==> config.mk <==
export PLATFORM = sky130hd
export DESIGN_NAME = bias_acc_ctrl
export DESIGN_NICKNAME = d
export VERILOG_FILES = /design/src/rtl/bias_acc_ctrl.sv
export SDC_FILE = /design/constraint.sdc
export NUM_CORES = 2
export LEC_CHECK = 0
export CAP_MARGIN = 20
export CORE_AREA = 2 2 346 348
export DETAILED_ROUTE_END_ITERATION = 16
export DIE_AREA = 0 0 348 350
export DONT_BUFFER_PORTS = 1
export PLACE_DENSITY = 0.64
export SETUP_SLACK_MARGIN = 0.05
export SYNTH_ARGS = -nofsm -noshare
export SYNTH_HDL_FRONTEND = slang
export SYNTH_SLANG_ARGS = --single-unit
==> constraint.sdc <==
create_clock -name clk -period 7.4 [get_ports clk]
set_clock_uncertainty 0.2 [all_clocks]
set_input_delay 1.48 -clock clk [delete_from_list [all_inputs] [get_ports clk]]
set_output_delay 1.48 -clock clk [all_outputs]
set_load 0.01 [all_outputs]
==> src/rtl/bias_acc_ctrl.sv <==
// rtl/bias_acc_ctrl.sv - per-lane adder-tree accumulator with bias, saturation and optional ReLU
module bias_acc_ctrl #(
    parameter int N_adder_tree = 16,
    parameter int N_PASS       = 4,
    parameter int N_GROUP      = 8,
    localparam int GW = (N_GROUP > 1) ? $clog2(N_GROUP) : 1,
    localparam int PW = (N_PASS > 1) ? $clog2(N_PASS) : 1,
    localparam int DW = N_adder_tree * 18
) (
    input  logic          clk,
    input  logic          rst_n,
    input  logic          start,
    input  logic          relu_en,
    input  logic          in_valid,
    output logic          in_ready,
    input  logic [DW-1:0] in_data,
    input  logic [DW-1:0] bias,
    output logic          out_valid,
    input  logic          out_ready,
    output logic [DW-1:0] out_data,
    output logic [GW-1:0] group_idx,
    output logic          busy,
    output logic          done
);

    typedef enum logic [1:0] {IDLE, ACCUM, BIAS, OUT} state_t;

    state_t          state;
    logic [PW-1:0]   pass_cnt;
    logic            relu_q;
    logic [17:0]     acc      [N_adder_tree];
    logic [17:0]     acc_next [N_adder_tree];
    logic [17:0]     biased   [N_adder_tree];

    // Clamp a 19-bit signed sum to the 18-bit range instead of wrapping.
    function automatic logic [17:0] sat18(input logic [18:0] s);
        if (s[18] != s[17]) begin
            return s[18] ? 18'h20000 : 18'h1ffff;
        end
        return s[17:0];
    endfunction

    always_comb begin
        for (int i = 0; i < N_adder_tree; i++) begin
            acc_next[i] = sat18({acc[i][17], acc[i]} +
                                {in_data[18*i+17], in_data[18*i +: 18]});
            biased[i]   = sat18({acc[i][17], acc[i]} +
                                {bias[18*i+17], bias[18*i +: 18]});
            if (relu_q && biased[i][17]) begin
                biased[i] = '0;
            end
        end
    end

    always_ff @(posedge clk or negedge rst_n) begin
        if (!rst_n) begin
            state     <= IDLE;
            pass_cnt  <= '0;
            group_idx <= '0;
            relu_q    <= 1'b0;
            in_ready  <= 1'b0;
            out_valid <= 1'b0;
            busy      <= 1'b0;
            done      <= 1'b0;
            out_data  <= '0;
            for (int i = 0; i < N_adder_tree; i++) begin
                acc[i] <= '0;
            end
        end else begin
            done <= 1'b0;
            case (state)
                IDLE: begin
                    if (start) begin
                        for (int i = 0; i < N_adder_tree; i++) begin
                            acc[i] <= '0;
                        end
                        pass_cnt  <= '0;
                        group_idx <= '0;
                        relu_q    <= relu_en;
                        in_ready  <= 1'b1;
                        busy      <= 1'b1;
                        state     <= ACCUM;
                    end
                end
                ACCUM: begin
                    if (in_valid) begin
                        for (int i = 0; i < N_adder_tree; i++) begin
                            acc[i] <= acc_next[i];
                        end
                        if (pass_cnt == PW'(N_PASS - 1)) begin
                            in_ready <= 1'b0;
                            state    <= BIAS;
                        end else begin
                            pass_cnt <= pass_cnt + 1'b1;
                        end
                    end
                end
                BIAS: begin
                    for (int i = 0; i < N_adder_tree; i++) begin
                        out_data[18*i +: 18] <= biased[i];
                    end
                    out_valid <= 1'b1;
                    state     <= OUT;
                end
                OUT: begin
                    if (out_ready) begin
                        out_valid <= 1'b0;
                        pass_cnt  <= '0;
                        if (group_idx != GW'(N_GROUP - 1)) begin
                            for (int i = 0; i < N_adder_tree; i++) begin
                                acc[i] <= '0;
                            end
                            group_idx <= group_idx + 1'b1;
                            in_ready  <= 1'b1;
                            state     <= ACCUM;
                        end else begin
                            group_idx <= '0;
                            busy      <= 1'b0;
                            done      <= 1'b1;
                            state     <= IDLE;
                        end
                    end
                end
                default: state <= IDLE;
            endcase
        end
    end

endmodule

==> results.md <==
* Routed len/inst at roughly 22 um
* Final setup violation count at 0
* Crit-path max cell delay at 700 ps
* Power share of the clock group at 0.185
* Global route hottest layer: met2
* GR Overflow Total at 0
* Initial antenna violation count at between 40 and 50
* Peak VDD IR at 0.2611 mV
* Fillers at around 11,000
* Worst-path cell chain: ha_1 > a21oi_1 > nor2b_1 > a311o_1 > a21bo_2 > o41ai_1 > o211ai_1 > nand2b_1 > a21oi_1 > xnor2_1 > ha_1 > nand4_1 > o21ai_1 > buf_4 > o21ai_0
* Seq pwr share at 0.294
* Layout Area Growth over Synthesis at 8.388%
* Placed instance area at 50,540 um^2
* Synth Flop Type: dfrtp_1
* ANT nets after route at 0
* Setup bufs post-CTS at 0
* Clock buffer depth at 3
* Mapped cell area at 49,100 um^2
* Share of layout cells above drive strength 1 at 0.04456
* Pwr Density at just under 400 nW/um^2
* Number of global-route vias before repair at approximately 41,000
* Gr usage total at 0.2583
* Root buffer cell: clkbuf_16
* Async SR Flop Fraction at 1.000
* Std-Cell Rows at roughly 130
* Critical Path Start Type: input pin
* Starting Density at 0.4170
* Post-Syn Nets at between 6,000 and 7,000
* Comb pwr share at 0.521
* Leakage power at around 25 nW
* Die ar. at between 100,000 and 150,000 um^2
* Yosys reg bits at 588
* Vias post-DR at roughly 43,000
* Clock sinks at 588
* Mapped Cells at between 5,000 and 6,000
* Met1 Track Usage GR at 0.3054
* Clk pin slew, worst setup/hold paths at 60 ps
* Max_slew headroom at -0.1757
* Number of synthesized flops with an enable pin at 0
* Input/output buffers at 0
* Worst slew pin tran at 1764 ps
* DRT Pass-1 Iters at 6
* Worst setup margin at between 2000 and 2500 ps
* GRT met3 Usage at 0.08531
* Core box area at around 120,000 um^2
* Syn avg cell area at approximately 8.6 um^2
* Period utilization at 0.7006
* CP endpoint kind: register
* Final hold vios at 0
* DR vias/cell at 5.882
* Synth cell types at 100
* Die W at between 300 and 400 um
* Worst path arrival time at between 5000 and 6000 ps
* Residual DRC at 0
* Total wire length at approximately 160,000 um
* Cell internal pwr at 11.15 mW
* Hold WC Path Type: register to register
* Met2 GRT Util at 0.4339
* Post-CTS Resized at 0
* Crit path buffers/inverters at 1
* Largest net degree at the start of global routing at a little under 600
* Die height at 350 um
* P_sw at between 9 and 10 mW
* TNS Setup at 0 ps
* Failing checks: slew limit
* Clock Latency Late Sink at about 660 ps
* Maxcap violations at 0
* CTS tree: yes
* Sequential fraction of the synthesis area at 0.2996
* Slowest cell on the critical path: ha_1
* Worst slack, placed at 1640 ps
* Nets at 6,891
* Initial drt markers at a little over 3,000
* RSZ-0062 raised after global routing: false
* Routability cong. at ~0.96
* Sw Ratio at 0.4689
* Ports at ~880
* Status: finished with violations
* Cts bufs inserted at 76
* Crit path time final at between 5000 and 6000 ps
* Fin. max-slew vios at 123
* Critical path's top delay family: compound AO/OA/AOI/OAI gates
* Hold Slack at between 300 and 400 ps
* Final Cell Area at about 53,000 um^2
* Max Clk Rate at 0.1929 GHz
* Total power at between 20 and 25 mW
* Hold buffer count at CTS at 0
* Crit Path Class: input pin to register
* DP HPWL at between 100,000 and 150,000 um
* Worst Path Required at between 7000 and 8000 ps
* Yosys warnings at 0
* CTS H-Tree Depth at 3
* First-pass GRT wire length at 246,300 um
* Largest fanout on the critical path at 21
[logic make-up (layout without fill, tap and decap cells)]
kind of cell | Yosys count | in the layout | share of synthesized area
AOI/OAI and AO/OA | 1953 | 1953 | 0.2615
and+or+nand+nor | 1686 | 1686 | 0.1538
adders and majority gates | 650 | 650 | 0.1703
DFF | 588 | 588 | 0.2996
xor gates and xnor gates | 429 | 429 | 0.07698
buffers and inverters | 398 | 393 | 0.03284
muxes | 23 | 23 | 0.005020
other | 0 | 34 | 0
[registers in the layout, indices dropped and copies added, names as in the netlist]
| name | count |
|---|---|
| acc | 288 |
| busy | 1 |
| done | 1 |
| group_idx | 3 |
| in_ready | 1 |
| out_data | 288 |
| out_valid | 1 |
| pass_cnt | 2 |
| relu_q | 1 |
| state | 2 |
[through the flow]
stage	util	instances
3_5_place_dp	0.4292	7118
5_1_grt	0.4518	7287
4_1_cts	0.4509	7254
6_report	0.4519	7292
3_3_place_gp	0.4290	7115
2_1_floorplan	-	5727
[synth_stat cells (all sizes together), types with 50 or more instances]
cell type,number,area (um^2)
a21o,163,1224
o2bb2ai,97,849.6
nand3,108,540.5
nand2b,79,494.2
o22ai,50,319.1
xor2,117,1025
nor2b,113,706.9
o21ai,540,2714
nor3,74,370.4
inv,224,840.8
dfrtp,588,14710
a21oi,472,2374
clkbuf,130,498.0
nand2,433,1625
nor2,706,2650
or3,53,331.6
ha,613,7670
o21bai,62,465.5
a221o,89,899.6
xnor2,312,2755
o21a,96,720.7
[power groups by stage]
stage               sequential, mW  combinational [mW]  clock, mW
floorplan                     5.52                8.61          0
global placement              6.20                10.6          0
detailed placement            6.20                10.9          0
CTS                           6.17                10.9       3.96
global route                  6.29                12.3       4.08
finish                        6.17                10.9       3.89
[cell type report]
cell class | count | area, um^2 | share of cell area
Clock buffer | 102 | 2172 | 0.04081
Antenna cell | 34 | 85.08 | 0.001599
Clock inverter | 34 | 390.4 | 0.007335
Tap cell | 1536 | 1922 | 0.03611
Inverter | 224 | 845.8 | 0.01589
Timing Repair Buffer | 33 | 267.8 | 0.005031
Multi-Input combinational cell | 4741 | 32830 | 0.6167
Sequential cell | 588 | 14720 | 0.2765
[layer usage]
metal	vias up	wire length, um
met1	20430	66360
met4	22	6058
met3	311	14190
met5	-	145
li1	20780	-
met2	1344	76980
[worst register-to-register path: stages, from the launching register on]
cell and delay [ps]:
dfrtp_1 410, ha_1 350, a21oi_1 170, nor2b_1 60, a311o_1 370, a21bo_2 220, o41ai_1 510, o211ai_1 230
nand2b_1 190, a21oi_1 260, xnor2_1 100, ha_1 700, nand4_1 170, o21ai_1 300, buf_4 260, o21ai_0 130
[cells in the final DEF, fill, tap and decap left out, types with 34 or more instances in the layout]
| master | synthesis | routed |
|---|---|---|
| inv_1 | 224 | 223 |
| o22ai_1 | 49 | 49 |
| xor2_1 | 117 | 117 |
| o2bb2ai_1 | 97 | 97 |
| diode_2 | 0 | 34 |
| xnor2_1 | 309 | 308 |
| a31oi_1 | 43 | 43 |
| nor2_1 | 706 | 706 |
| o21a_1 | 96 | 96 |
| dfrtp_1 | 588 | 587 |
| o21bai_1 | 62 | 62 |
| o21ai_0 | 519 | 519 |
| o211ai_1 | 43 | 43 |
| nand3_1 | 108 | 108 |
| nor3_1 | 74 | 74 |
| nor2b_1 | 113 | 113 |
| ha_1 | 613 | 611 |
| clkbuf_16 | 0 | 78 |
| or3_1 | 53 | 53 |
| nand2b_1 | 79 | 78 |
| a21oi_1 | 469 | 469 |
| a21o_1 | 163 | 162 |
| nand2_1 | 433 | 432 |
| a221o_1 | 82 | 82 |
[final timing paths]
path | startpoint | end | slack, ps | depth (start not counted)
worst max-delay path | in_data[273] | acc[9] | 2220 | 15
worst min-delay path | acc[29] | acc[29] | 320 | 2
worst max register to register | acc[3] | acc[9] | 2640 | 15
worst min register to register | acc[29] | acc[29] | 320 | 2
max in group asynchronous | rst_n | acc[167] | 5250 | 0
min in group asynchronous | rst_n | out_data[63] | 330 | 0
No activity file was read; power rests on OpenSTA's default activity.
